$ cat src/rtl/can_crc_tx_seq_pkg.sv
// ---------------------------------------------------------------------------
// can_pkg
// Shared types and constants for the CAN CRC-15 transmit sequencer.
//   state_e        : sequencer states (IDLE, CLR, DATA, CRC, DELIM)
//   CAN_CRC_W      : CRC field width in bits
//   CAN_STUFF_RUN  : run length of equal bits that forces a stuff bit
//   CAN_RECESSIVE  : recessive bus level
//   CAN_MAX_LEN    : default maximum frame-prefix length (standard frame, 8 bytes)
// ---------------------------------------------------------------------------
package can_pkg;

    localparam int   CAN_CRC_W     = 15;
    localparam int   CAN_STUFF_RUN = 5;
    localparam logic CAN_RECESSIVE = 1'b1;
    localparam int   CAN_MAX_LEN   = 83;

    typedef enum logic [2:0] {
        IDLE,
        CLR,
        DATA,
        CRC,
        DELIM
    } state_e;

endpackage

$ cat src/rtl/can_crc_tx_seq_if.sv
// ---------------------------------------------------------------------------
// can_crc_tx_seq_if
// Signal bundle between the frame assembler / CRC unit / TX pin logic
// (master side) and the transmit sequencer (slave side).
//   bit_tick   : one-cycle pulse per nominal bit time
//   start      : frame request, accepted in IDLE with len != 0
//   abort      : synchronous abort back to IDLE
//   len        : number of prefix bits (values > MAX_LEN clamp to MAX_LEN)
//   frame      : prefix bits, frame[len-1] is sent first
//   crc_in     : CRC register from the CRC unit
//   crc_clear  : CRC unit clear
//   crc_bitval : bit presented to the CRC unit
//   crc_strb   : CRC unit strobe (unit captures on its rising edge)
//   tx_bit     : serial output, 1 = recessive
//   busy       : frame in progress
//   done       : one-cycle completion pulse
// ---------------------------------------------------------------------------
interface can_crc_tx_seq_if
    import can_pkg::*;
#(
    parameter int MAX_LEN = CAN_MAX_LEN
) ();
    localparam int LW = $clog2(MAX_LEN + 1);

    logic                 bit_tick;
    logic                 start;
    logic                 abort;
    logic [LW-1:0]        len;
    logic [MAX_LEN-1:0]   frame;
    logic [CAN_CRC_W-1:0] crc_in;
    logic                 crc_clear;
    logic                 crc_bitval;
    logic                 crc_strb;
    logic                 tx_bit;
    logic                 busy;
    logic                 done;

    modport master (
        output bit_tick, start, abort, len, frame, crc_in,
        input  crc_clear, crc_bitval, crc_strb, tx_bit, busy, done
    );

    modport slave (
        input  bit_tick, start, abort, len, frame, crc_in,
        output crc_clear, crc_bitval, crc_strb, tx_bit, busy, done
    );

endinterface

$ cat src/rtl/can_crc_tx_seq_stuffer.sv
// ---------------------------------------------------------------------------
// can_bit_stuffer
// Run counter and stuff decision for the CAN transmit path.
// Configuration macro: CAN_TX_STUFF_EN (undefined: pass-through, no stuffing).
//   clk, rst  : clock, asynchronous active-high reset
//   clear     : restart the run (start of frame / abort)
//   tick      : a bit is being emitted this cycle
//   enable    : inside the stuffing region
//   next_bit  : next frame bit the sequencer wants to send
//   bit_out   : bit actually placed on the wire
//   is_stuff  : bit_out is a stuff bit (frame does not advance)
// ---------------------------------------------------------------------------
module can_bit_stuffer
    import can_pkg::*;
(
    input  logic clk,
    input  logic rst,
    input  logic clear,
    input  logic tick,
    input  logic enable,
    input  logic next_bit,
    output logic bit_out,
    output logic is_stuff
);

`ifdef CAN_TX_STUFF_EN
    logic [2:0] run_q, run_d;
    logic       last_q, last_d;

    // NOTE: every signal written in always_comb gets a default before any
    // branch; a path that leaves one unassigned would infer a latch.
    always_comb begin
        is_stuff = enable && (run_q == 3'(CAN_STUFF_RUN));
        bit_out  = is_stuff ? ~last_q : next_bit;
        run_d    = run_q;
        last_d   = last_q;
        if (clear) begin
            run_d  = '0;
            last_d = CAN_RECESSIVE;
        end else if (tick && enable) begin
            // A stuff bit, a fresh run or a level change all restart at 1.
            if (is_stuff || run_q == '0 || next_bit != last_q) begin
                run_d  = 3'd1;
                last_d = bit_out;
            end else begin
                run_d = run_q + 3'd1;
            end
        end
    end

    // NOTE: state registers use non-blocking assignments so every flop
    // samples pre-edge values regardless of statement order.
    always_ff @(posedge clk or posedge rst) begin
        if (rst) begin
            run_q  <= '0;
            last_q <= CAN_RECESSIVE;
        end else begin
            run_q  <= run_d;
            last_q <= last_d;
        end
    end
`else
    assign bit_out  = next_bit;
    assign is_stuff = 1'b0;

    wire unused_stuff_inputs = &{1'b0, clk, rst, clear, tick, enable};
`endif

endmodule

$ cat src/rtl/can_crc_tx_seq.sv
// ---------------------------------------------------------------------------
// can_crc_tx_seq
// Transmit-side sequencer for the CAN CRC-15 unit: serialises a latched frame
// prefix MSB-first, strobes each prefix bit into the external CRC unit,
// appends the 15-bit CRC and the recessive CRC delimiter, inserting stuff
// bits through the last CRC bit.
// Configuration macro: CAN_TX_STUFF_EN (defined: bit stuffing enabled).
//   clk  : block clock, rising edge
//   rst  : asynchronous active-high reset
//   bus  : can_crc_tx_seq_if.slave (tick/start/abort/len/frame/crc_in in;
//          crc_clear/crc_bitval/crc_strb/tx_bit/busy/done out)
// ---------------------------------------------------------------------------
module can_crc_tx_seq
    import can_pkg::*;
#(
    parameter int MAX_LEN = CAN_MAX_LEN
) (
    input  logic             clk,
    input  logic             rst,
    can_crc_tx_seq_if.slave  bus
);
    localparam int LW = $clog2(MAX_LEN + 1);

    state_e               state_q, state_d;
    logic [MAX_LEN-1:0]   frame_q, frame_d;
    logic [LW-1:0]        idx_q, idx_d;          // prefix bits still to send
    logic [CAN_CRC_W-1:0] crc_sreg_q, crc_sreg_d;
    logic [3:0]           crc_cnt_q, crc_cnt_d;  // CRC bits already sent
    logic                 delim_sent_q, delim_sent_d;
    logic                 tx_bit_q, tx_bit_d;
    logic                 busy_q, busy_d;
    logic                 done_q, done_d;
    logic                 crc_clear_q, crc_clear_d;
    logic                 crc_strb_q, crc_strb_d;
    logic                 crc_bitval_q, crc_bitval_d;
    logic                 strb_pend_q, strb_pend_d;

    logic [LW-1:0]        len_clamped;
    logic [LW-1:0]        bit_idx;
    logic                 next_bit, wire_bit, is_stuff;
    logic                 stuff_en, stuff_tick, stuff_clear;

    always_comb begin
        len_clamped = (bus.len > LW'(MAX_LEN)) ? LW'(MAX_LEN) : bus.len;
        bit_idx     = idx_q - 1'b1;
        case (state_q)
            DATA:    next_bit = frame_q[bit_idx];
            // The CRC register is read live for the first CRC bit; that tick
            // is also the one that loads the shift register.
            CRC:     next_bit = (crc_cnt_q == '0) ? bus.crc_in[CAN_CRC_W-1]
                                                  : crc_sreg_q[CAN_CRC_W-1];
            default: next_bit = CAN_RECESSIVE;
        endcase
        // The delimiter tick still checks for a pending stuff bit that
        // follows the last CRC bit; the delimiter itself is never stuffed.
        stuff_en    = (state_q == DATA) || (state_q == CRC) ||
                      (state_q == DELIM && !delim_sent_q);
        stuff_tick  = bus.bit_tick && !bus.abort && stuff_en;
        stuff_clear = (state_q == IDLE) || bus.abort;
    end

    can_bit_stuffer u_stuffer (
        .clk      (clk),
        .rst      (rst),
        .clear    (stuff_clear),
        .tick     (stuff_tick),
        .enable   (stuff_en),
        .next_bit (next_bit),
        .bit_out  (wire_bit),
        .is_stuff (is_stuff)
    );

    always_comb begin
        state_d      = state_q;
        frame_d      = frame_q;
        idx_d        = idx_q;
        crc_sreg_d   = crc_sreg_q;
        crc_cnt_d    = crc_cnt_q;
        delim_sent_d = delim_sent_q;
        tx_bit_d     = tx_bit_q;
        busy_d       = busy_q;
        done_d       = 1'b0;
        crc_clear_d  = 1'b0;
        strb_pend_d  = 1'b0;
        // Strobe trails the TX_BIT change by one cycle; the bit value comes
        // from the wire register, which still holds the bit just emitted.
        crc_strb_d   = strb_pend_q;
        crc_bitval_d = strb_pend_q ? tx_bit_q : crc_bitval_q;

        if (state_q != IDLE && bus.abort) begin
            state_d    = IDLE;
            tx_bit_d   = CAN_RECESSIVE;
            busy_d     = 1'b0;
            crc_strb_d = 1'b0;
        end else begin
            case (state_q)
                IDLE: begin
                    if (bus.start && bus.len != '0) begin
                        state_d      = CLR;
                        frame_d      = bus.frame;
                        idx_d        = len_clamped;
                        crc_cnt_d    = '0;
                        delim_sent_d = 1'b0;
                        busy_d       = 1'b1;
                        crc_clear_d  = 1'b1;
                    end
                end
                CLR: state_d = DATA;
                DATA: begin
                    if (bus.bit_tick) begin
                        tx_bit_d = wire_bit;
                        if (!is_stuff) begin
                            strb_pend_d = 1'b1;
                            idx_d       = idx_q - 1'b1;
                            if (idx_q == LW'(1)) state_d = CRC;
                        end
                    end
                end
                CRC: begin
                    if (bus.bit_tick) begin
                        tx_bit_d = wire_bit;
                        if (!is_stuff) begin
                            crc_sreg_d = (crc_cnt_q == '0)
                                       ? {bus.crc_in[CAN_CRC_W-2:0], 1'b0}
                                       : {crc_sreg_q[CAN_CRC_W-2:0], 1'b0};
                            crc_cnt_d  = crc_cnt_q + 4'd1;
                            if (crc_cnt_q == 4'(CAN_CRC_W - 1)) state_d = DELIM;
                        end
                    end
                end
                DELIM: begin
                    if (bus.bit_tick) begin
                        if (!delim_sent_q) begin
                            tx_bit_d     = wire_bit;
                            delim_sent_d = !is_stuff;
                        end else begin
                            state_d = IDLE;
                            busy_d  = 1'b0;
                            done_d  = 1'b1;
                        end
                    end
                end
                default: state_d = IDLE;
            endcase
        end
    end

    always_ff @(posedge clk or posedge rst) begin
        if (rst) begin
            state_q      <= IDLE;
            idx_q        <= '0;
            crc_cnt_q    <= '0;
            delim_sent_q <= 1'b0;
            tx_bit_q     <= CAN_RECESSIVE;
            busy_q       <= 1'b0;
            done_q       <= 1'b0;
            crc_clear_q  <= 1'b0;
            crc_strb_q   <= 1'b0;
            crc_bitval_q <= 1'b0;
            strb_pend_q  <= 1'b0;
        end else begin
            state_q      <= state_d;
            idx_q        <= idx_d;
            crc_cnt_q    <= crc_cnt_d;
            delim_sent_q <= delim_sent_d;
            tx_bit_q     <= tx_bit_d;
            busy_q       <= busy_d;
            done_q       <= done_d;
            crc_clear_q  <= crc_clear_d;
            crc_strb_q   <= crc_strb_d;
            crc_bitval_q <= crc_bitval_d;
            strb_pend_q  <= strb_pend_d;
        end
    end

    // NOTE: pure datapath storage is left without reset; it is always loaded
    // before it is read, so a reset would only add routing to wide registers.
    always_ff @(posedge clk) begin
        frame_q    <= frame_d;
        crc_sreg_q <= crc_sreg_d;
    end

    assign bus.tx_bit     = tx_bit_q;
    assign bus.busy       = busy_q;
    assign bus.done       = done_q;
    assign bus.crc_clear  = crc_clear_q;
    assign bus.crc_strb   = crc_strb_q;
    assign bus.crc_bitval = crc_bitval_q;

endmodule

$ cat src/flat_wrapper.sv
// flat-port wrapper written by rule: the top's interface ports become plain ports
module can_crc_tx_seq_flat import can_pkg::*;
#(
    parameter int MAX_LEN = CAN_MAX_LEN
)
  (clk, rst, bus_bit_tick, bus_start, bus_abort, bus_len, bus_frame, bus_crc_in, bus_crc_clear, bus_crc_bitval, bus_crc_strb, bus_tx_bit, bus_busy, bus_done);
  can_crc_tx_seq_if #(.MAX_LEN(MAX_LEN)) bus_i ();
  input  logic clk;
  input  logic rst;
  input wire logic [$bits(bus_i.bit_tick)-1:0] bus_bit_tick;
  input wire logic [$bits(bus_i.start)-1:0] bus_start;
  input wire logic [$bits(bus_i.abort)-1:0] bus_abort;
  input wire logic [$bits(bus_i.len)-1:0] bus_len;
  input wire logic [$bits(bus_i.frame)-1:0] bus_frame;
  input wire logic [$bits(bus_i.crc_in)-1:0] bus_crc_in;
  output wire logic [$bits(bus_i.crc_clear)-1:0] bus_crc_clear;
  output wire logic [$bits(bus_i.crc_bitval)-1:0] bus_crc_bitval;
  output wire logic [$bits(bus_i.crc_strb)-1:0] bus_crc_strb;
  output wire logic [$bits(bus_i.tx_bit)-1:0] bus_tx_bit;
  output wire logic [$bits(bus_i.busy)-1:0] bus_busy;
  output wire logic [$bits(bus_i.done)-1:0] bus_done;
  assign bus_i.bit_tick = bus_bit_tick;
  assign bus_i.start = bus_start;
  assign bus_i.abort = bus_abort;
  assign bus_i.len = bus_len;
  assign bus_i.frame = bus_frame;
  assign bus_i.crc_in = bus_crc_in;
  assign bus_crc_clear = bus_i.crc_clear;
  assign bus_crc_bitval = bus_i.crc_bitval;
  assign bus_crc_strb = bus_i.crc_strb;
  assign bus_tx_bit = bus_i.tx_bit;
  assign bus_busy = bus_i.busy;
  assign bus_done = bus_i.done;
  can_crc_tx_seq #(.MAX_LEN(MAX_LEN)) u_core (.clk(clk), .rst(rst), .bus(bus_i));
endmodule
$ cat config.mk
export PLATFORM = sky130hd
export DESIGN_NAME = can_crc_tx_seq_flat
export DESIGN_NICKNAME = d
export VERILOG_FILES = /design/src/rtl/can_crc_tx_seq_pkg.sv /design/src/rtl/can_crc_tx_seq_if.sv /design/src/rtl/can_crc_tx_seq_stuffer.sv /design/src/rtl/can_crc_tx_seq.sv /design/src/flat_wrapper.sv
export SDC_FILE = /design/constraint.sdc
export NUM_CORES = 1
export LEC_CHECK = 0
export ABC_AREA = 1
export BUFFER_PORTS_ARGS = -buffer_cell sky130_fd_sc_hd__buf_2
export CORE_MARGIN = 5
export CORE_UTILIZATION = 50
export DETAILED_ROUTE_END_ITERATION = 10
export HOLD_SLACK_MARGIN = 0.06
export PLACE_DENSITY = 0.84
export SETUP_SLACK_MARGIN = 0.4
export SYNTH_ARGS = -nofsm -noshare
export SYNTH_HDL_FRONTEND = slang
export SYNTH_SLANG_ARGS = --single-unit
$ cat constraint.sdc
create_clock -name clk -period 5.3 [get_ports clk]
set_input_delay 0.265 -clock clk [delete_from_list [all_inputs] [get_ports clk]]
set_output_delay 0.265 -clock clk [all_outputs]
set_load 0.02 [all_outputs]
Word-level counts from Yosys, hierarchy flattened:

Cells that the tools add are included.

* $add $sub $neg: 2
* reductions and logical operators: 20
* equality and inequality tests: 19
* muxes and demuxes: 45
* bitwise operators: 1
* $lt $le $gt $ge: 2

Operators with widths (count)
* 3-bit 2-to-1 mux: 8
* 1-bit 2-to-1 mux: 23
* 7-bit 2-to-1 mux: 3
* 3-bit != test, second input constant: 7
* 4-bit AND reduction: 5
* 15-bit 2-to-1 mux: 1
* 3-bit one-hot mux with 5 select lines: 1
* 7-bit one-hot mux with 2 select lines: 1
* 3-bit nonzero test: 3
* 7-bit by 8-bit < comparator with 1-bit output, second input constant: 1
* 4-bit 2-to-1 mux: 2
* 2-bit != test, second input constant: 4
* 1-bit one-hot mux with 2 select lines: 4
* 4-bit one-hot mux with 2 select lines: 1
* 1-bit binary-select mux with 7-bit select: 1
* 7-bit by 1-bit equality test with 1-bit output, second input constant: 1
* 7-bit > comparator, second input constant: 1
* 7-bit AND reduction: 1
* 7-bit nonzero test: 1
* 7-bit by 1-bit subtractor with 7-bit output, second input constant: 1
* 3-bit by 2-bit equality test with 1-bit output, second input constant: 2
* 3-bit AND reduction: 2
* 2-bit nonzero test: 3
* 4-bit by 1-bit adder with 4-bit output, second input constant: 1
* other kinds (10): 11

* register bits: 120
* output and inout port bits: 6

Longest topological paths before layout:

Gate-level depths: netlist of run 1.

* depth after elaboration: 8
* gate-level depth with buffers: 15

Hierarchy:

A second synthesis of run 1 with hierarchy kept.

* cell total of the unflattened synthesis: 516
* area total of the unflattened synthesis: 5402.7 µm²

By module, submodules not included
* can_crc_tx_seq: times used 1, cells each 513, area each 5383.9 µm², seq. area each 3464.6 µm²
* can_bit_stuffer: times used 1, cells each 3, area each 18.8 µm², seq. area each 0.0 µm²

Worst setup path after synthesis of run 1:

OpenSTA, ideal clock, no wires.

* path type: register -> register
* start point: register u_core.state_q[0]
* end point: register u_core.crc_cnt_q[3]
* stages on the path, launching flop included: 11
* buffers on the path: 1
* arrival time: 2197 ps
* clock period less this slack: 2316 ps
* slack: 2984 ps
* setup time: 119 ps
* required time: 5181 ps
* cell sequence: dfrtp_1 inv_2 nand2_4 nor2_4 nand2_4 inv_2 or2_1 buf_6 nand3_2 nand2_1 nor2_1

* longest elaborated chain between the ends: 4

Ends and longest elaborated chain
* from (decl): line can_crc_tx_seq.sv:24 `state_e state_q, state_d;`
* from (signal assigned): line can_crc_tx_seq.sv:162 `state_q <= state_d;`
* branches (longest 4 deep; another with 4-bit AND reduction)
* to (signal assigned): line can_crc_tx_seq.sv:164 `crc_cnt_q <= crc_cnt_d;`
* to (decl): line can_crc_tx_seq.sv:28 `logic [3:0] crc_cnt_q, crc_cnt_d;`

Several ways; the timed one is not identified.
A chain may end at the register's enable or synchronous reset.

Worst setup path in the final report of run 1:

* start point: register u_core.idx_q[0]
* end point: register u_core.tx_bit_q (netlist: u_core.bus.tx_bit)

* longest elaborated chain between the ends: 8

Ends and longest elaborated chain
* from (decl): line can_crc_tx_seq.sv:26 `logic [LW-1:0] idx_q, idx_d;`
* from (signal assigned): line can_crc_tx_seq.sv:163 `idx_q <= idx_d;`
* 7-bit by 1-bit subtractor with 7-bit output (*): line can_crc_tx_seq.sv:45 `bit_idx = idx_q - 1'b1;`
* 1-bit binary-select mux with 7-bit select (*): line can_crc_tx_seq.sv:47 `DATA: next_bit = frame_q[bit_idx];`
* 1-bit 2-to-1 mux (not written as such) (*): line can_crc_tx_seq.sv:47
* 1-bit one-hot mux with 2 select lines (*): line can_crc_tx_seq.sv:46 `case (state_q)`
* 1-bit 2-to-1 mux: line can_crc_tx_seq.sv:133 `if (!delim_sent_q) begin`
* 1-bit 2-to-1 mux: line can_crc_tx_seq.sv:132 `if (bus.bit_tick) begin`
* 1-bit one-hot mux with 2 select lines (*): line can_crc_tx_seq.sv:96 `case (state_q)`
* 1-bit 2-to-1 mux (*): line can_crc_tx_seq.sv:90 `if (state_q != IDLE && bus.abort) begin`
* to (signal assigned): line can_crc_tx_seq.sv:166 `tx_bit_q <= tx_bit_d;`
* to (decl): line can_crc_tx_seq.sv:30 `logic tx_bit_q, tx_bit_d;`

Mark *: on every way between the ends. The rest lies on a longest branch, timed or not. The select of a mux whose other input is x is not followed.

==> key figures, run 1 <==
Route
  • Final WL: 15100 um
  • Pre-antenna DRT Iters: 7
  • DR DRC count: 0
  • DR iter-0 viols: 524
  • WL/cell: 17.2 um
  • Routed vias: 4658
  • Vias per cell: 5.31
  • Detail Route Antenna Nets: 0

Die
  • Core Area: 10400 um^2
  • Die Span Y: 113 um
  • Die extent in x: 113 um
  • Initial core utilization: 51.5%
  • Row Count: 37
  • # IOs: 116
  • DIE AREA: 12900 um^2

Status
  • Status: complete, no violations

Pwr
  • Worst-case vdd ir drop: 0.327 mV
  • Leakage power: 3.27 nW
  • Power Dens Cells: 532 nW/um^2

Logic synthesis
  • Top_reg_cell synth: edfxtp_1
  • Yosys reg bits: 119
  • Post-synth EDFFs: 97
  • Cell area after synthesis: 5350 um^2
  • Share of the synthesized area in the top cell type: 54.5%
  • Register area share after synthesis: 64.8%
  • Syn_nets: 624
  • Area leader, netlist: edfxtp_1
  • Netlist cell types: 38
  • Asr flop ratio synth: 18.5%
  • Synth top area cells: edfxtp_1 54%, nand2_1 11%, dfrtp_1 9.8%, nand3_1 8.2%, inv_1 2.2%
  • Syn avg cell area: 10.5 um^2
  • Post-Synthesis Cells: 509
  • Synth warn: 0

Place
  • Routability congestion estimate: 0.860
  • HPWL after DPL: 8670 um
  • Dpl cells: 744
  • PortBufs: 115

Clock tree
  • CTS clk-pin slew, worst paths: 0.06 ns
  • # Post-CTS Setup Buffers: 0
  • H-tree Lvls: 4
  • TritonCTS Buffers: 17
  • CTS Root Cell: clkbuf_8
  • Clk_lat worst skew: 0.52 ns
  • Post-cts repair resize count: 0
  • Clk sinks: 119
  • Clock Path Buffers: 2
  • CTS tree: done

Critical path
  • Kind of critical path: reg -> reg
  • Worst-path maximum fanout: 45
  • CP delay by family, top: buffers and inverters
  • Sum of buffers and inverters on the critical path: 3
  • Critical path required time: 5.76 ns
  • CP cell instances: buf_4 -> inv_4 -> ha_1 -> inv_1 -> nand3_1 -> nand3_1 -> nand3_1 -> nand3_1 -> nand3_1 -> nand3_1 -> a21oi_2
  • WP data arrival: 3.77 ns
  • Worst path most repeated cell: nand3_1
  • Critical path's slowest cell: ha_1
  • CP Capture Type: flip-flop
  • CP startpoint kind: flip-flop
  • Crit path largest cell delay: 0.85 ns

Layout
  • Fillers: 666
  • Layout cells sized above 1: 23.2%
  • Layout Nets: 842
  • Fin cells: 877
  • Area grow syn2layout: 42.2%
  • Final Util: 73.3%

Global routing
  • Total overflow reported by the global router: 0
  • Antenna violations before repair: 1
  • GRT Util Overall: 24.4%
  • First-pass GRT wire length: 24000 um
  • Vias in the first global route: 4802
  • Largest net degree at the start of global routing: 60

Timing
  • Final Hold Viols: 0
  • Final Setup Violations: 0
  • Worst-Margin Slew: 1.10 ns
  • Tcrit/Tclk final: 62.5%
  • Final Max Tran Viols: 0
  • Fmax: 0.302 GHz
  • RSZ-0062 raised after global routing: no
  • Final worst path period need: 3.31 ns
  • Worst hold slack: 0.0861 ns
  • Final setup skew: 0.00635 ns
  • Setup TNS: 0 ns
  • Max_slew headroom: 26.2%

Flow run
  • MaxCap Viol Count: 0

Min path
  • Hold Crit Class: in -> reg
==> sequential cells by signal, summed over array words and instances (netlist names) <==
signal and cells:
u_core.bus.busy 1, u_core.bus.crc_bitval 1, u_core.bus.crc_clear 1, u_core.bus.crc_strb 1
u_core.bus.done 1, u_core.bus.tx_bit 1, u_core.crc_cnt_q 4, u_core.crc_sreg_q 14
u_core.delim_sent_q 1, u_core.frame_q 83, u_core.idx_q 7, u_core.state_q 3
u_core.strb_pend_q 1
==> worst min-delay path: cells and delay by family <==
kind | cells | cell delay, ns
buffers and inverters | 1 | 0.11
AOI/OAI and AO/OA | 2 | 0.20
==> final cells by class <==
type	count	area [um^2]	share of cell area, %
inverters	38	148	1.94
multi-input cells	334	1630	21.4
clock buffers	17	414	5.45
well taps	136	170	2.24
diodes	1	2.50	0.0329
clock inverters	15	184	2.42
repair buffers	217	1590	20.9
flip-flops and latches	119	3460	45.6
==> layer usage <==
layer	track usage (%)	vias up	routed length, um
met3	5.52	51	1060
met5	0	-	0
li1	-	2183	-
met2	44.3	258	7900
met4	11.8	0	568
met1	27.1	2166	5550
==> metrics by stage <==
stage                     power [mW]  worst slack [ns]  area [um^2]
after global placement          2.71              2.30         6000
after floorplan                 2.48              2.98         5350
after global routing            4.28              1.75         7600
after detailed placement        2.76              2.18         6000
after CTS                       3.98              2.14         7600
final                           4.04              1.99         7600
==> Yosys cell counts, types with 6 or more instances <==
master and count:
nor2_1 21, buf_2 6, o21ai_1 6, o21ai_0 12, edfxtp_1 97, inv_1 31, nand2_1 154, a21oi_1 11
nand3_1 88, dfrtp_1 21
==> path summary, 6_finish.rpt <==
path	startpoint	to	slack, ns	cells past startpoint
worst min-delay path	bus_len[2]	u_core.idx_q[2]	0.09	3
max in group asynchronous	rst	u_core.idx_q[1]	4.31	3
min in group asynchronous	rst	u_core.idx_q[6]	0.46	3
worst max register to register	u_core.idx_q[0]	u_core.bus.tx_bit	1.99	11
worst max-delay path	u_core.idx_q[0]	u_core.bus.tx_bit	1.99	11
worst min register to register	u_core.strb_pend_q	u_core.bus.crc_bitval	0.49	2
==> placed cells by master, fill, tap and decap left out, drive strengths merged <==
master and n:
edfxtp 97, o211ai 3, nand3 90, diode 1, nand3b 1, ha 5, inv 38, o21ai 19
dfstp 1, bufinv 4, dfrtp 21, clkinv 9, a21oi 12, or2 1, nor2 27, clkbuf 17
dlygate4sd3 100, a31oi 1, xor2 2, nand4 2, a22oi 1, nor4 1, o22ai 5, nand2 159
nor3 5, buf 117, clkinvlp 2
==> cells by family after synthesis <==
kind of cell,after synthesis,share of synthesized area (%)
adders and majority gates,5,1.17
DFF,119,64.8
xor gates and xnor gates,2,0.328
buffers and inverters,56,4.87
AOI/OAI and AO/OA,41,4.42
and+or+nand+nor,286,24.4
==> power breakdown <==
part | internal (mW) | total [mW] | switching, mW
Sequential | 1.28 | 1.39 | 0.114
Clock | 0.756 | 1.17 | 0.419
Combinational | 0.480 | 1.47 | 0.991
Total | 2.52 | 4.04 | 1.52
==> repair_timing <==
item	CTS	global route
endpoints found under the setup margin	0	0
hold buffers	100	0
hold endpoints to repair	119	0
No activity file was read; power rests on OpenSTA's default activity.
==> run 2: changes to the inputs <==
ABC_AREA = 0   (was 1)
PLACE_DENSITY = 0.85   (was 0.84)
clock period = 3.2 ns   (was 5.3 ns; I/O delays follow)
==> run 2 against run 1 <==
Against the previous run:
- clock skew up 0.0081 ns
- largest cell class unchanged
- combinational power up 20%
- highest routed layer unchanged
- wire length shrank 4.3%
- first-iteration DRC count down 19%
- fmax grew 26%
- critical endpoint unchanged
- critical path depth shrank 3
- die area down 4.0%
- non-clock buffer count up 11
==> key figures, run 2 <==
Clock tree
  • CTS Root Cell: clkbuf_8
  • CTS clk-pin slew, worst paths: 0.06 ns (about the same)
  • # Post-CTS Setup Buffers: 0 (unchanged)
  • Clk sinks: 119 (unchanged)
  • H-tree Lvls: 4 (unchanged)
  • Post-cts repair resize count: 0 (unchanged)
  • TritonCTS Buffers: 17 (unchanged)
  • CTS tree: done
  • Clk_lat worst skew: 0.52 ns (about the same)
  • Clock Path Buffers: 2 (unchanged)

Critical path
  • RR Endpoint: u_core.bus.tx_bit
  • Sum of buffers and inverters on the critical path: 2 (-1)
  • Crit path largest cell delay: 0.57 ns (-0.28 ns)
  • CP Capture Type: flip-flop
  • Crit path from: u_core.idx_q[0]
  • FF-to-FF path depth: 8 (-3)
  • WP data arrival: 3.07 ns (-0.70 ns)
  • Critical path's slowest cell: mux4_1
  • Flop-to-flop setup slack: 0.56 ns (-1.42 ns)
  • Reg2reg start: u_core.idx_q[0]
  • CP cell instances: inv_2 -> ha_4 -> xor2_2 -> buf_4 -> mux4_1 -> and2_1 -> a211oi_1 -> o221ai_2
  • CP delay by family, top: multiplexers
  • Worst-path maximum fanout: 7 (-84%)
  • Critical path required time: 3.63 ns (-2.13 ns)
  • CP Depth: 8 (-3)
  • Critical Path Sink: u_core.bus.tx_bit
  • Kind of critical path: reg -> reg
  • CP startpoint kind: flip-flop

Pwr
  • Power Dens Cells: 763 nW/um^2 (+44%)
  • Sequential power share: 35.7% (+1.2 points)
  • Comb pwr share: 30.7% (-5.7 points)
  • Internal power: 3.99 mW (+58%)
  • Net Sw Power: 1.75 mW (+15%)
  • Leakage power: 2.99 nW (-8.6%)
  • Tot Pwr: 5.74 mW (+42%)
  • Net Sw Frac: 30.5% (-7.2 points)
  • Worst-case vdd ir drop: 0.724 mV (+120%)
  • Clk network pwr share: 33.6% (+4.5 points)

Timing
  • Setup TNS: 0 ns (unchanged)
  • Max_slew headroom: 39.8% (+14 points)
  • Worst hold slack: 0.0973 ns (+0.0112 ns)
  • Final Setup Violations: 0 (unchanged)
  • Final worst path period need: 2.64 ns (-0.676 ns)
  • Fmax: 0.379 GHz (+26%)
  • Worst-Margin Slew: 0.903 ns (-0.199 ns)
  • Final Max Tran Viols: 0 (unchanged)
  • RSZ-0062 raised after global routing: no
  • Final setup skew: 0.0144 ns (+0.00807 ns)
  • Tcrit/Tclk final: 82.4% (+20 points)
  • Final Hold Viols: 0 (unchanged)

Route
  • WL/cell: 20.8 um (+21%)
  • DR iter-0 viols: 425 (-19%)
  • Final WL: 14400 um (-4.3%)
  • Detail Route Antenna Nets: 0 (unchanged)
  • DR DRC count: 0 (unchanged)
  • Pre-antenna DRT Iters: 5 (-2)
  • Vias per cell: 5.40 (+1.7%)
  • Routed vias: 3742 (-20%)

Logic synthesis
  • Cell area after synthesis: 5110 um^2 (-4.4%)
  • Post-Synthesis Cells: 314 (-38%)
  • Netlist cell types: 44 (+16%)
  • Asr flop ratio synth: 18.5% (unchanged)
  • Top post-synthesis cells by count: 97 x edfxtp_1, 21 x dfrtp_1, 18 x mux4_2, 18 x nand2_1
  • Yosys reg bits: 119 (unchanged)
  • Xor/xnor share of the synthesized area: 1.86% (+1.5 points)
  • Area leader, netlist: edfxtp_1
  • Synth top area cells: edfxtp_1 57%, dfrtp_1 10%, mux4_2 7.9%, mux2_2 3.5%, mux4_1 2.6%
  • Syn_nets: 429 (-31%)
  • Synth Area in Adders: 1.22% (+0.054 points)
  • Top-count cell post-synth: edfxtp_1
  • Share of the synthesized area in the top cell type: 57.0% (+2.5 points)
  • Synth warn: 0 (unchanged)
  • Post-synth EDFFs: 97 (unchanged)
  • Post-synthesis simple-gate area fraction: 6.39% (-18 points)
  • Register area share after synthesis: 67.8% (+3.0 points)
  • Mux contribution to synthesized area: 14.8% (+15 points)
  • Synth Area in Compound Gates: 5.73% (+1.3 points)
  • Top_reg_cell synth: edfxtp_1
  • Largest family of logic cells by synthesized area: multiplexers
  • Syn avg cell area: 16.3 um^2 (+55%)

Layout
  • Most frequent cells in the layout: 115 x buf_2, 107 x dlygate4sd3_1, 97 x edfxtp_1
  • Max reg flops: 83 (unchanged)
  • Area grow syn2layout: 47.1%
  • Largest register by flop count: u_core.frame_q
  • Layout cells sized above 1: 34.6% (+11 points)
  • Antenna cells: 0 (-1)
  • Commonest non-fill, non-tap cell in the layout: buf_2
  • Layout Nets: 660 (-22%)
  • Final Util: 74.2% (+0.90 points)
  • Fillers: 582 (-13%)
  • Largest regs: u_core.frame_q x83, u_core.crc_sreg_q x14, u_core.idx_q x7

Global routing
  • GRT Util Overall: 24.3% (-0.086 points)
  • Antenna violations before repair: 0 (-1)
  • First-pass GRT wire length: 22600 um (-6.0%)
  • Vias in the first global route: 4109 (-14%)
  • Largest net degree at the start of global routing: 89 (+48%)
  • Total overflow reported by the global router: 0 (unchanged)

Place
  • PortBufs: 115 (unchanged)
  • Routability congestion estimate: 0.870 (+1.2%)
  • HPWL after DPL: 7370 um (-15%)

Min path
  • Hold Crit Class: in -> reg

Flow run
  • MaxCap Viol Count: 0 (unchanged)

Die
  • DIE AREA: 12300 um^2 (-4.0%)
  • Initial core utilization: 50.4% (-1.1 points)
  • Die extent in x: 111 um (-2.0%)
  • Row Count: 37 (unchanged)
  • # IOs: 116 (unchanged)
  • Core Area: 10100 um^2 (-2.2%)
  • Die Span Y: 111 um (-2.0%)

Status
  • Status: complete, no violations
## run 2: cell count changes in the layout (fill, tap and decap cells not counted), sizes merged, moves of 5 or more
| cell | delta |
|---|---|
| nand2 | -141 |
| nand3 | -85 |
| inv | -25 |
| mux4 | +23 |
| mux2 | +16 |
| nor2 | -11 |
| dlygate4sd3 | +7 |
| xor2 | +5 |
## run 2: logic make-up (layout without fill, tap and decap cells)
family / count (synthesis) / count (layout)
AO/OA/AOI/OAI: 45 / 45
XOR/XNOR: 10 / 10
adder cells (fa/ha/maj): 5 / 5
buffers and inverters: 25 / 268
flip-flops: 119 / 119
multiplexers: 43 / 43
AND/OR/NAND/NOR: 67 / 67
## run 2: timing repair
item                       CTS  global route
hold buffers               107             0
setup endpoints to repair    0             0
hold endpoints to repair   129             0
## run 2: layout make-up
type	instances	area, um^2	area share (%)
clock buffers	17	414	5.51
clock inverters	14	175	2.33
inverters	9	33.8	0.449
multi-input cells	170	1560	20.7
flip-flops and latches	119	3460	46.1
well taps	136	170	2.26
repair buffers	228	1700	22.7
## run 2: power groups by stage
stage,registers [mW],clock network [mW],logic [mW]
4_1_cts,2.04,1.91,1.70
5_1_grt,2.06,2.01,1.89
3_3_place_gp,2.05,0,1.53
6_report,2.05,1.93,1.76
3_5_place_dp,2.06,0,1.56
2_1_floorplan,2.01,0,1.26
## run 2: tightest hold or removal path, cell delays in order
cell and delay, ns:
buf_2 0.11, nand3b_1 0.08, o21ai_0 0.08, mux2_2 0.14
## run 2: worst min path at each step
stage | startpoint | endpoint | slack (ns) | cells after the start
after floorplan | rst | u_core.bus.busy | 0.15 | 1
after detailed placement | bus_frame[45] | u_core.frame_q[45] | 0.34 | 1
after global placement | bus_frame[45] | u_core.frame_q[45] | 0.34 | 1
final | bus_len[5] | u_core.idx_q[5] | 0.1 | 4
after CTS | bus_len[5] | u_core.idx_q[5] | 0.07 | 4
after global routing | bus_len[5] | u_core.idx_q[5] | 0.08 | 4
## run 2: routing by layer
| metal | up-vias | GRT usage, % | wire length [um] |
|---|---|---|---|
| met1 | 1797 | 30.7 | 5470 |
| met5 | - | 0 | 0 |
| met3 | 27 | 7.91 | 1330 |
| met4 | 0 | 7.62 | 299 |
| li1 | 1686 | - | - |
| met2 | 232 | 40.3 | 7340 |
## run 2: per-stage QoR
| stage | instances | setup WS [ns] | area [um^2] |
|---|---|---|---|
| 2_1_floorplan | 314 | 0.431 | 5130 |
| 3_3_place_gp | 555 | 0.689 | 5860 |
| 3_5_place_dp | 555 | 0.642 | 5860 |
| 4_1_cts | 693 | 0.589 | 7520 |
| 5_1_grt | 693 | 0.448 | 7520 |
| 6_report | 693 | 0.564 | 7520 |
==> run 3: changes to the inputs <==
CORE_UTILIZATION = 49   (was 50)
PLACE_DENSITY = 0.86   (was 0.85)
clock period = 2.41 ns   (was 3.2 ns; I/O delays follow)
==> run 3 against run 2 <==
Against the previous run:
- the flow now finishes with violations (negative setup slack)
- sequential power increased by 32%
- clock skew decreased by 0.0024 ns
- fmax increased by 8.6%
- highest routed layer unchanged
- critical endpoint unchanged
- worst setup slack got worse by 0.58 ns
- combinational power increased by 55%
- sequential share of layout area decreased by 1.7 points
- wire length increased by 5.3%
- flip-flop and latch count unchanged
- largest cell class unchanged
- via count increased by 5.2%
- final cell count increased by 3.3%
- utilization increased by 2.2 points
- critical path depth unchanged
==> key figures, run 3 (same netlist as run 2, synthesis figures left out) <==
Status
  • Status: finished with violations
  • Violations in the final reports: negative setup slack

Layout
  • Layout Nets: 683 (+3.5%)
  • Antenna cells: 0 (unchanged)
  • Final Util: 76.4% (+2.2 points)
  • Most frequent cells in the layout: 116 x buf_2, 108 x dlygate4sd3_1, 97 x edfxtp_1
  • Max reg flops: 83 (unchanged)
  • Fillers: 550 (-5.5%)
  • Largest regs: u_core.frame_q x83, u_core.crc_sreg_q x14, u_core.idx_q x7
  • Largest register by flop count: u_core.frame_q
  • Area grow syn2layout: 52.9%
  • Commonest non-fill, non-tap cell in the layout: buf_2
  • Layout cells sized above 1: 39.0% (+4.3 points)

Global routing
  • Largest net degree at the start of global routing: 41 (-54%)
  • First-pass GRT wire length: 23600 um (+4.6%)
  • Antenna violations before repair: 0 (unchanged)
  • Vias in the first global route: 4235 (+3.1%)
  • GRT Util Overall: 25.1% (+0.79 points)
  • Total overflow reported by the global router: 0 (unchanged)

Pwr
  • Sequential power share: 33.2% (-2.5 points)
  • Internal power: 5.62 mW (+41%)
  • Clk network pwr share: 33.2% (-0.4 points)
  • Worst-case vdd ir drop: 0.855 mV (+18%)
  • Power Dens Cells: 1040 nW/um^2 (+36%)
  • Tot Pwr: 8.11 mW (+41%)
  • Net Sw Power: 2.50 mW (+43%)
  • Leakage power: 3.14 nW (+5.1%)
  • Net Sw Frac: 30.8% (+0.24 points)
  • Comb pwr share: 33.6% (+2.9 points)

Place
  • HPWL after DPL: 7650 um (+3.8%)
  • Post-Place Worst Slack: 0.0327 ns (-0.609 ns)
  • PortBufs: 115 (unchanged)
  • Routability congestion estimate: 0.922 (+6.0%)

Min path
  • Hold depth: 5 (+1)
  • Hold Crit Class: in -> reg

Route
  • Vias per cell: 5.50 (+1.8%)
  • DR DRC count: 0 (unchanged)
  • DR iter-0 viols: 351 (-17%)
  • Routed vias: 3935 (+5.2%)
  • Detail Route Antenna Nets: 0 (unchanged)
  • Pre-antenna DRT Iters: 6 (+1)
  • Final WL: 15200 um (+5.3%)
  • WL/cell: 21.2 um (+1.9%)

Die
  • Initial core utilization: 50.0% (-0.46 points)
  • Die extent in x: 112 um (+0.92%)
  • Core Area: 10200 um^2 (+0.91%)
  • # IOs: 116 (unchanged)
  • Row Count: 37 (unchanged)
  • DIE AREA: 12600 um^2 (+1.9%)
  • Die Span Y: 112 um (+0.92%)

Clock tree
  • CTS clk-pin slew, worst paths: 0.06 ns (about the same)
  • TritonCTS Buffers: 17 (unchanged)
  • CTS Root Cell: clkbuf_8
  • Clk sinks: 119 (unchanged)
  • CTS tree: done
  • H-tree Lvls: 4 (unchanged)
  • Clk_lat worst skew: 0.53 ns (about the same)
  • Clock Path Buffers: 2 (unchanged)

Timing
  • Final setup skew: 0.0120 ns (-0.00245 ns)
  • Worst setup margin: -0.0175 ns (-0.581 ns)
  • Final worst path period need: 2.43 ns (-0.209 ns)
  • Worst hold slack: 0.221 ns (+0.123 ns)
  • Fmax: 0.412 GHz (+8.6%)
  • Final Hold Viols: 0 (unchanged)
  • Tcrit/Tclk final: 101% (+18 points)
  • Worst-Margin Slew: 0.920 ns (+0.0172 ns)
  • Max_slew headroom: 38.6% (-1.1 points)
  • Final Setup Violations: 1 (+1)
  • RSZ-0062 raised after global routing: yes
  • Final Max Tran Viols: 0 (unchanged)

Critical path
  • Kind of critical path: reg -> reg
  • FF-to-FF path depth: 8 (unchanged)
  • WP data arrival: 2.87 ns (-0.20 ns)
  • Critical path required time: 2.85 ns (-0.78 ns)
  • Worst-path maximum fanout: 5 (-2)
  • CP Capture Type: flip-flop
  • CP startpoint kind: flip-flop

Flow run
  • MaxCap Viol Count: 0 (unchanged)
[run 3: critical path, cell delays in order, from the launching register on]
cell	delay, ns
dfrtp_2	0.45
inv_6	0.09
ha_4	0.18
xor2_4	0.16
buf_6	0.15
mux4_1	0.54
mux4_2	0.49
o221ai_2	0.17
o221ai_2	0.12
[run 3: power groups by stage]
stage	clock network, mW	logic [mW]	registers, mW
floorplan	0	1.73	2.67
global placement	0	2.19	2.70
detailed placement	0	2.26	2.71
CTS	2.68	2.56	2.68
global route	2.80	2.89	2.72
finish	2.69	2.73	2.70
[run 3: path summary, 6_finish.rpt]
kind                            startpoint                 to  slack, ns
max                        u_core.idx_q[0]  u_core.bus.tx_bit      -0.02
min                         bus_crc_in[14]  u_core.bus.tx_bit       0.22
max reg2reg                u_core.idx_q[0]  u_core.bus.tx_bit      -0.02
min reg2reg                u_core.bus.busy    u_core.bus.busy       0.50
max in group asynchronous              rst    u_core.idx_q[0]       1.44
min in group asynchronous              rst    u_core.bus.done       0.34
[run 3: cell type report]
cell class	instances	area (um^2)	area share (%)
clock inverter	13	195	2.50
inverter	9	38.8	0.496
tap	136	170	2.18
timing repair buffer	249	1900	24.3
clock buffer	18	418	5.35
sequential	119	3470	44.3
multi-input combinational	172	1630	20.8
[run 3: per-layer routing]
layer  vias to the layer above  global-route usage [%]  wire [um]
met2                       257                    43.7       7770
met3                        62                    7.39       1340
met1                      1882                    29.2       5580
li1                       1734                       -          -
met4                         0                    10.3        518
met5                         -                       0          0
[run 3: per-stage QoR]
step / std cells / setup TNS, ns / instance area (um^2)
floorplan: 314 / -0.188 / 5160
global placement: 567 / 0 / 5950
detailed placement: 567 / 0 / 5950
CTS: 713 / 0 / 7720
global route: 716 / -0.0638 / 7820
finish: 716 / -0.0175 / 7820
[run 3: what timing repair did]
action / CTS / global route
gates resized for setup: 4 / 12
gates cloned: 2 / 1
pin swaps: 1 / 2
endpoints found under the setup margin: 85 / 103
setup buffers: 5 / 2
hold buffers: 108 / 0
endpoints found under the hold margin: 132 / 0
